<file path="src/rtl/axi4l_master_arbiter.sv">
// axi4l_master_arbiter
// Two-requester AXI4-Lite master. Round-robin arbitration, one outstanding
// transaction, fully registered outputs. Requester 0 is GPIO config/sequencing,
// requester 1 is the debug/host path; both share a single AXI4-Lite port.

module axi4l_master_arbiter #(
  parameter int ADDR_WIDTH = 32,
  parameter int DATA_WIDTH = 32
) (
  input  logic                          clk,
  input  logic                          rst,
  // requester side
  input  logic [1:0]                    req,
  input  logic [1:0]                    we,
  input  logic [2*ADDR_WIDTH-1:0]       addr,
  input  logic [2*DATA_WIDTH-1:0]       wdata,
  input  logic [2*(DATA_WIDTH/8)-1:0]   wstrb,
  output logic [1:0]                    ack,
  output logic [DATA_WIDTH-1:0]         rdata,
  output logic [1:0]                    resp,
  output logic                          busy,
  output logic                          gnt_id,
  // AXI4-Lite master port
  output logic [ADDR_WIDTH-1:0]         AWADDR,
  output logic                          AWVALID,
  input  logic                          AWREADY,
  output logic [DATA_WIDTH-1:0]         WDATA,
  output logic [DATA_WIDTH/8-1:0]       WSTRB,
  output logic                          WVALID,
  input  logic                          WREADY,
  input  logic                          BVALID,
  input  logic [1:0]                    BRESP,
  output logic                          BREADY,
  output logic [ADDR_WIDTH-1:0]         ARADDR,
  output logic                          ARVALID,
  input  logic                          ARREADY,
  input  logic                          RVALID,
  input  logic [DATA_WIDTH-1:0]         RDATA,
  input  logic [1:0]                    RRESP,
  output logic                          RREADY
);

  localparam int STRB_WIDTH = DATA_WIDTH / 8;

  typedef enum logic [2:0] {
    IDLE         = 3'd0,
    WR_ADDR_DATA = 3'd1,
    WR_RESP      = 3'd2,
    RD_ADDR      = 3'd3,
    RD_DATA      = 3'd4,
    DONE         = 3'd5
  } state_e;

  state_e                  state_q, state_d;
  logic [1:0]              ack_q, ack_d;
  logic [DATA_WIDTH-1:0]   rdata_q, rdata_d;
  logic [1:0]              resp_q, resp_d;
  logic                    busy_q, busy_d;
  logic                    gnt_id_q, gnt_id_d;
  logic [ADDR_WIDTH-1:0]   awaddr_q, awaddr_d;
  logic                    awvalid_q, awvalid_d;
  logic [DATA_WIDTH-1:0]   wdata_q, wdata_d;
  logic [STRB_WIDTH-1:0]   wstrb_q, wstrb_d;
  logic                    wvalid_q, wvalid_d;
  logic                    bready_q, bready_d;
  logic [ADDR_WIDTH-1:0]   araddr_q, araddr_d;
  logic                    arvalid_q, arvalid_d;
  logic                    rready_q, rready_d;

  logic                    winner_s;
  logic                    aw_done_s;
  logic                    w_done_s;
  logic [1:0]              ack_onehot_s;

  // Arbitration: a lone request wins outright; on a tie the requester that
  // was not granted last time wins.
  always_comb begin
    winner_s = 1'b0;
    if (req == 2'b11) begin
      winner_s = ~gnt_id_q;
    end else begin
      winner_s = req[1];
    end
  end

  // Write-channel progress: a channel is done once its VALID has been taken
  // down, or is being accepted in this very cycle.
  always_comb begin
    aw_done_s    = (~awvalid_q) | AWREADY;
    w_done_s     = (~wvalid_q) | WREADY;
    ack_onehot_s = gnt_id_q ? 2'b10 : 2'b01;
  end

  // Next-state and next-output logic; every output is computed here and
  // registered below so nothing reaches a port combinationally.
  always_comb begin
    state_d   = state_q;
    ack_d     = 2'b00;
    rdata_d   = rdata_q;
    resp_d    = resp_q;
    gnt_id_d  = gnt_id_q;
    awaddr_d  = awaddr_q;
    awvalid_d = awvalid_q;
    wdata_d   = wdata_q;
    wstrb_d   = wstrb_q;
    wvalid_d  = wvalid_q;
    bready_d  = bready_q;
    araddr_d  = araddr_q;
    arvalid_d = arvalid_q;
    rready_d  = rready_q;

    case (state_q)
      IDLE: begin
        if (req != 2'b00) begin
          gnt_id_d = winner_s;
          if (we[winner_s]) begin
            awaddr_d  = winner_s ? addr[ADDR_WIDTH +: ADDR_WIDTH] : addr[0 +: ADDR_WIDTH];
            wdata_d   = winner_s ? wdata[DATA_WIDTH +: DATA_WIDTH] : wdata[0 +: DATA_WIDTH];
            wstrb_d   = winner_s ? wstrb[STRB_WIDTH +: STRB_WIDTH] : wstrb[0 +: STRB_WIDTH];
            awvalid_d = 1'b1;
            wvalid_d  = 1'b1;
            state_d   = WR_ADDR_DATA;
          end else begin
            araddr_d  = winner_s ? addr[ADDR_WIDTH +: ADDR_WIDTH] : addr[0 +: ADDR_WIDTH];
            arvalid_d = 1'b1;
            state_d   = RD_ADDR;
          end
        end else begin
          state_d = IDLE;
        end
      end

      WR_ADDR_DATA: begin
        if (awvalid_q && AWREADY) begin
          awvalid_d = 1'b0;
        end else begin
          awvalid_d = awvalid_q;
        end
        if (wvalid_q && WREADY) begin
          wvalid_d = 1'b0;
        end else begin
          wvalid_d = wvalid_q;
        end
        if (aw_done_s && w_done_s) begin
          bready_d = 1'b1;
          state_d  = WR_RESP;
        end else begin
          state_d = WR_ADDR_DATA;
        end
      end

      WR_RESP: begin
        if (BVALID) begin
          bready_d = 1'b0;
          resp_d   = BRESP;
          rdata_d  = {DATA_WIDTH{1'b0}};
          ack_d    = ack_onehot_s;
          state_d  = DONE;
        end else begin
          state_d = WR_RESP;
        end
      end

      RD_ADDR: begin
        if (ARREADY) begin
          arvalid_d = 1'b0;
          rready_d  = 1'b1;
          state_d   = RD_DATA;
        end else begin
          state_d = RD_ADDR;
        end
      end

      RD_DATA: begin
        if (RVALID) begin
          rready_d = 1'b0;
          rdata_d  = RDATA;
          resp_d   = RRESP;
          ack_d    = ack_onehot_s;
          state_d  = DONE;
        end else begin
          state_d = RD_DATA;
        end
      end

      DONE: begin
        state_d = IDLE;
      end

      default: begin
        state_d   = IDLE;
        awvalid_d = 1'b0;
        wvalid_d  = 1'b0;
        bready_d  = 1'b0;
        arvalid_d = 1'b0;
        rready_d  = 1'b0;
      end
    endcase

    busy_d = (state_d != IDLE);
  end

  // State and output registers with synchronous active-low reset; a reset
  // mid-transaction drops every handshake line and suppresses the ack.
  always_ff @(posedge clk) begin
    if (!rst) begin
      state_q   <= IDLE;
      ack_q     <= 2'b00;
      rdata_q   <= {DATA_WIDTH{1'b0}};
      resp_q    <= 2'b00;
      busy_q    <= 1'b0;
      gnt_id_q  <= 1'b1;
      awaddr_q  <= {ADDR_WIDTH{1'b0}};
      awvalid_q <= 1'b0;
      wdata_q   <= {DATA_WIDTH{1'b0}};
      wstrb_q   <= {STRB_WIDTH{1'b0}};
      wvalid_q  <= 1'b0;
      bready_q  <= 1'b0;
      araddr_q  <= {ADDR_WIDTH{1'b0}};
      arvalid_q <= 1'b0;
      rready_q  <= 1'b0;
    end else begin
      state_q   <= state_d;
      ack_q     <= ack_d;
      rdata_q   <= rdata_d;
      resp_q    <= resp_d;
      busy_q    <= busy_d;
      gnt_id_q  <= gnt_id_d;
      awaddr_q  <= awaddr_d;
      awvalid_q <= awvalid_d;
      wdata_q   <= wdata_d;
      wstrb_q   <= wstrb_d;
      wvalid_q  <= wvalid_d;
      bready_q  <= bready_d;
      araddr_q  <= araddr_d;
      arvalid_q <= arvalid_d;
      rready_q  <= rready_d;
    end
  end

  assign ack     = ack_q;
  assign rdata   = rdata_q;
  assign resp    = resp_q;
  assign busy    = busy_q;
  assign gnt_id  = gnt_id_q;
  assign AWADDR  = awaddr_q;
  assign AWVALID = awvalid_q;
  assign WDATA   = wdata_q;
  assign WSTRB   = wstrb_q;
  assign WVALID  = wvalid_q;
  assign BREADY  = bready_q;
  assign ARADDR  = araddr_q;
  assign ARVALID = arvalid_q;
  assign RREADY  = rready_q;

endmodule

</file>
<file path="config.mk">
export PLATFORM = sky130hd
export DESIGN_NAME = axi4l_master_arbiter
export DESIGN_NICKNAME = d
export VERILOG_FILES = /design/src/rtl/axi4l_master_arbiter.sv
export SDC_FILE = /design/constraint.sdc
export NUM_CORES = 1
export LEC_CHECK = 0
export BUFFER_PORTS_ARGS = -buffer_cell sky130_fd_sc_hd__buf_2
export CAP_MARGIN = 20
export CORE_ASPECT_RATIO = 1.5
export CORE_MARGIN = 1.5
export CORE_UTILIZATION = 35
export DETAILED_ROUTE_END_ITERATION = 7
export PLACE_DENSITY = 0.68
export SLEW_MARGIN = 0
export SYNTH_ARGS = -nofsm -noshare
export SYNTH_HDL_FRONTEND = slang
export SYNTH_SLANG_ARGS = --single-unit
</file>
<file path="constraint.sdc">
create_clock -name clk -period 1.6 [get_ports clk]
set_input_delay 0.24 -clock clk [delete_from_list [all_inputs] [get_ports clk]]
set_output_delay 0.24 -clock clk [all_outputs]
set_load 0.03 [all_outputs]
</file>
==> reports/qor.csv, run 1 <==
metric,value,unit
synth-seq-area-share,49.2,%
postSynthAreaPerCell,10.6,µm²
fin_area,8910,µm²
start_util,35.6,%
htreeDepth,4,
ios,326,
finalCritPeriodShare,104,%
p_per_area,1420,nW/µm²
fin_setup_tns,-2.17,ns
hold_class,in2reg,
rows,58,
drc,0,
clkTransAtPathRegs,0.07,ns
grt_overflow_total,0,
crit_path_max_incr_delay,0.36,ns
relSlewSlack,78.3,%
synth_ff_type,dfxtp_1,
wire_per_inst,16.8,µm
cts_inserted_buffers,17,
rr_worst_depth,6,
antenna_cells,0,
port_buffers,325,
hpwlAfterDp,13.0,mm
clockBufferDepth,2,
cts_tree,built,
grt_pass1_wl,25.4,mm
min_to,rdata[11]$_SDFFE_PN0P_,
mappedNetlistArea,5950,µm²
placed_area,7990,µm²
worstHoldStart,RDATA[11],
async_reset_ff_share,0,%
fp.dieArea,17800,µm²
grt_pass1_vias,5087,
num_vias,5641,
track_usage,18.7,%
fin_util,53.4,%
cap_viol_max_count,0,
synth-edff-count,0,
finalHoldViolCount,0,
final_cell_mix,"buf_2 (324), dfxtp_1 (143), nand2_1 (106)",
gp_congestion,0.836,
worstMarginPinSlew,0.316,ns
ys_ff_latch,146,
die_width,109,µm
root_buffer,clkbuf_16,
ir_worst_vdd,0.000891,V
antenna_left,0,
slew_violations,0,
die_h,163,µm
synth_area_leaders,"dfxtp_1 (49%), o211a_1 (17%), mux2i_1 (12%)",
wl,18.9,mm
vias_per_cell,5.01,
synth_cells,563,
crit_fanout,7,
layout.cells.non_filler,1126,
yosysTopAreaCell,dfxtp_1,
core-area,16700,µm²
critPathSlowestCell,dfxtp_4,
final_common_cell,buf_2,
finalWorstSetupSlack,-0.0607,ns
cp.arrival,1.97,ns
violations,negative setup slack,
min_path_cells,2,
synth_nets,746,
endpoint_kind,flop,
drt_iter0_markers,267,
clock-sinks,146,
clkLatencyLatePin,0.42,ns
drive_gt1_share,47.5,%
grt_max_degree,61,
r2r-start,gnt_id$_SDFFE_PN1N_,
rr_endpoint,AWADDR[13]$_SDFFE_PN0P_,
setup_viol,48,
fin_crit,1.66,ns
total_leakage_power,5.25,nW
status,finished with violations,
first_pass_iters,4,
rrSetupSlack,-0.06,ns
antenna_found_initial,0,
critical_path.cell_chain,"a21boi_4, mux2i_2, nor2_4, buf_6, clkbuf_16, o211a_1",
rsz0062_at_grt,true,
required,1.91,ns
criticalPathCategory,reg2reg,
dp_cells,1081,
nets,1086,
ys_types,33,
yosys.area.top_type_share,49.2,%
worst_setup_path_start_kind,flop,
max_freq,602,MHz
yosys_warnings,0,
skew,0.00939,ns
syn_to_final_growth,49.9,%
area by class of cell:
class                           count  area [µm²]
Clock buffer                       17         425
Clock inverter                     15         166
Fill cell                        1532        7780
Inverter                            7        26.3
Multi-Input combinational cell    357        2850
Sequential cell                   146        2930
Tap cell                          210         263
Timing Repair Buffer              374        2260
worst max-delay path: cells and delay by family, from the launching register on:
kind | cells | cell delay, ns
compound gates | 2 | 0.42
flops | 1 | 0.36
simple gates | 1 | 0.13
mux | 1 | 0.33
buf+inv | 2 | 0.32
timing repair:
item	4_1_cts	5_1_grt
endpoints found under the setup margin	8	122
setup buffers	0	4
pin swaps	0	4
gates cloned	0	9
resized for setup	2	25
hold buffers	0	0
logic make-up (layout without fill, tap and decap cells):
kind of cell	Yosys count	in the layout	synth area share (%)
AOI/OAI and AO/OA	155	155	24.3
buffers and inverters	60	413	4.84
DFF	146	146	49.2
muxes	72	72	12.3
and+or+nand+nor	130	130	9.34
through the flow:
stage | worst slack (ns) | power, mW | hold slack, ns
floorplan | 0.0381 | 7.02 | 0.334
global placement | -0.0497 | 8.35 | 0.451
detailed placement | -0.0548 | 8.39 | 0.453
CTS | -0.0220 | 12.4 | 0.00555
global route | -0.119 | 13.2 | 0.0130
finish | -0.0607 | 12.6 | 0.0289
flip-flops by register name (all words and copies together), names as in the netlist:
name and flops:
AWADDR 32, state_q 3, ARVALID 1, BREADY 1, RREADY 1, resp 2
rdata 32, WVALID 1, ack 2, AWVALID 1, busy 1, WDATA 32
gnt_id 1, WSTRB 4, ARADDR 32
power by group:
part	switching, mW	leakage (nW)	internal, mW	total, mW
sequential	0.300	1.20	4.20	4.50
combinational	2.54	3.77	1.65	4.19
clock	1.73	0.288	2.22	3.95
Yosys cell counts, types with 2 or more instances:
cell,count
a21oi_1,5
nor3_1,2
inv_1,7
and3_1,3
mux2i_1,71
nand3b_1,2
nand2_1,106
nor2_1,4
o21a_1,2
buf_4,6
dfxtp_1,146
a22o_1,32
clkbuf_1,15
nor2b_1,6
o211a_1,102
buf_2,32
nor3b_2,2
o21ai_0,3
a211oi_1,2
a32oi_1,2
routing by layer:
layer	track usage (%)	part of all wire (%)	vias to the layer above
li1	-	-	2730
met1	18.1	37	2682
met2	35.0	53	213
met3	7.36	8.6	16
met4	6.08	1.3	0
met5	0	0	-
worst max path at each step:
stage,cells after the start,start,end
final,6,gnt_id$_SDFFE_PN1N_,AWADDR[13]$_SDFFE_PN0P_
after global routing,6,gnt_id$_SDFFE_PN1N_,AWADDR[17]$_SDFFE_PN0P_
after floorplan,7,gnt_id$_SDFFE_PN1N_,WDATA[0]$_SDFFE_PN0P_
after detailed placement,7,req[1],ARADDR[28]$_SDFFE_PN0P_
after CTS,6,gnt_id$_SDFFE_PN1N_,AWADDR[30]$_SDFFE_PN0P_
after global placement,7,req[0],AWADDR[29]$_SDFFE_PN0P_
Note: power is estimated with default switching activity, not from simulation.
==> inputs of run 2 (changes only) <==
- CORE_ASPECT_RATIO: 1.5 -> 0.6
- HOLD_SLACK_MARGIN: default -> 0.15
- SKIP_CTS_REPAIR_TIMING: default -> 1
==> run 2 against run 1 <==
Effect of this change: cell area up 4.1%; sequential cell count unchanged; the flow still finishes with violations (negative setup slack); sequential power about the same; critical endpoint is now ARADDR[16]$_SDFFE_PN0P_; hold slack better by 0.15 ns; register-to-register slack better by 0.04 ns; global-route usage up 0.49 points; largest cell class unchanged; die area about the same; critical path depth up 1; cell count up 5.1%; core utilization up 3.1 points.
==> reports/qor.csv, run 2 (synthesis gave the netlist of run 1 again) <==
metric,value,unit
cts_inserted_buffers,17,
placed_area,8070,µm²
hold_class,in2reg,
htreeDepth,4,
grt_max_degree,55,
switching_power,4.46,mW
grt_pass1_wl,26.9,mm
p_per_area,1360,nW/µm²
clkTransAtPathRegs,0.07,ns
grt_overflow_total,0,
final_common_cell,buf_2,
critical_path.cell_chain,"a21boi_4, a32oi_2, buf_4, nor2b_4, buf_6, clkbuf_16, o211a_1",
cts_tree,built,
rrSetupSlack,-0.02,ns
clockBufferDepth,2,
finalCritPeriodShare,101,%
max_freq,619,MHz
root_buffer,clkbuf_16,
drc,0,
crit_cells,7,
violations,negative setup slack,
fp.dieArea,17800,µm²
ir_worst_vdd,0.000739,V
worst_setup_path_start_kind,flop,
die_width,171,µm
use_met1,23.4,%
antenna_found_initial,1,
worstSetupStartpoint,gnt_id$_SDFFE_PN1N_,
first_pass_iters,4,
busiest_layer,met2,
cap_viol_max_count,0,
use_met3,7.23,%
wire_per_inst,16.1,µm
wl,19.1,mm
gp_congestion,0.824,
skew,0.0129,ns
critPathSlowestCell,dfxtp_4,
finalHoldViolCount,0,
fin_area,9280,µm²
core-area,16400,µm²
crit_end,ARADDR[16]$_SDFFE_PN0P_,
setup_viol,3,
fin_util,56.5,%
slew_violations,0,
die_h,104,µm
grt_pass1_vias,5159,
layout.cells.non_filler,1183,
syn_to_final_growth,56.1,%
status,finished with violations,
rr_endpoint,ARADDR[16]$_SDFFE_PN0P_,
required,1.94,ns
total_leakage_power,5.40,nW
crit_fanout,5,
cp.arrival,1.95,ns
track_usage,19.2,%
criticalPathCategory,reg2reg,
rsz0062_at_grt,true,
crit_family,buffers and inverters,
gr-usage-met2,31.3,%
pwr-share-clk,30.7,%
cp_num_buf_inv,3,
vias_per_cell,4.78,
final_cell_mix,"buf_2 (324), dfxtp_1 (142), nand2_1 (106)",
drive_gt1_share,46.8,%
relSlewSlack,74.3,%
pwr-share-comb,33.5,%
antenna_left,0,
fin_crit,1.62,ns
start_util,36.2,%
hpwlAfterDp,13.3,mm
rr_worst_depth,7,
rows,36,
crit_path_max_incr_delay,0.36,ns
power.internal,8.16,mW
swShare,35.3,%
port_buffers,325,
nets,1125,
endpoint_kind,flop,
clock-sinks,146,
dp_cells,1107,
num_vias,5656,
seq_power_share,35.8,%
ios,326,
r2r-start,gnt_id$_SDFFE_PN1N_,
worstMarginPinSlew,0.385,ns
finalWorstSetupSlack,-0.0168,ns
clkLatencyLatePin,0.41,ns
drt_iter0_markers,287,
## run 2: final cells by class
type	count	area (µm²)
multi-input cells	357	2890
well taps	228	285
clock buffers	19	453
diodes	1	2.50
flip-flops and latches	146	2930
inverters	7	26.3
fillers	1435	7160
clock inverters	12	121
repair buffers	413	2570
## run 2: how the worst min path moves through the flow
| stage | startpoint | to | slack, ns | cells past startpoint |
|---|---|---|---|---|
| after global placement | RDATA[29] | rdata[29]$_SDFFE_PN0P_ | 0.45 | 2 |
| after global routing | wdata[30] | WDATA[30]$_SDFFE_PN0P_ | 0.16 | 4 |
| after CTS | RDATA[20] | rdata[20]$_SDFFE_PN0P_ | 0.02 | 2 |
| final | rst | WDATA[16]$_SDFFE_PN0P_ | 0.17 | 2 |
| after floorplan | WREADY | WVALID$_SDFFE_PN0P_ | 0.33 | 1 |
| after detailed placement | RDATA[5] | rdata[5]$_SDFFE_PN0P_ | 0.45 | 2 |
## run 2: power by group through the flow
stage / clock [mW] / combinational, mW / sequential, mW
global route: 4.13 / 4.49 / 4.59
CTS: 3.98 / 3.89 / 4.51
detailed placement: 0 / 3.87 / 4.57
global placement: 0 / 3.84 / 4.55
finish: 3.88 / 4.22 / 4.52
floorplan: 0 / 1.40 / 5.61
## run 2: routing by layer
layer | wire length (µm) | up-vias
met3 | 1570 | 13
met5 | 0 | -
met2 | 8870 | 195
met1 | 8470 | 2636
li1 | - | 2812
met4 | 166 | 0
## run 2: metrics by stage
stage / worst slack [ns] / setup TNS, ns / total power [mW] / hold WS, ns
global route: -0.0628 / -2.95 / 13.2 / 0.156
global placement: -0.0867 / -0.365 / 8.40 / 0.450
floorplan: 0.0381 / 0 / 7.02 / 0.334
CTS: -0.0687 / -1.66 / 12.4 / 0.0233
finish: -0.0168 / -0.0224 / 12.6 / 0.174
detailed placement: -0.0982 / -1.75 / 8.44 / 0.451
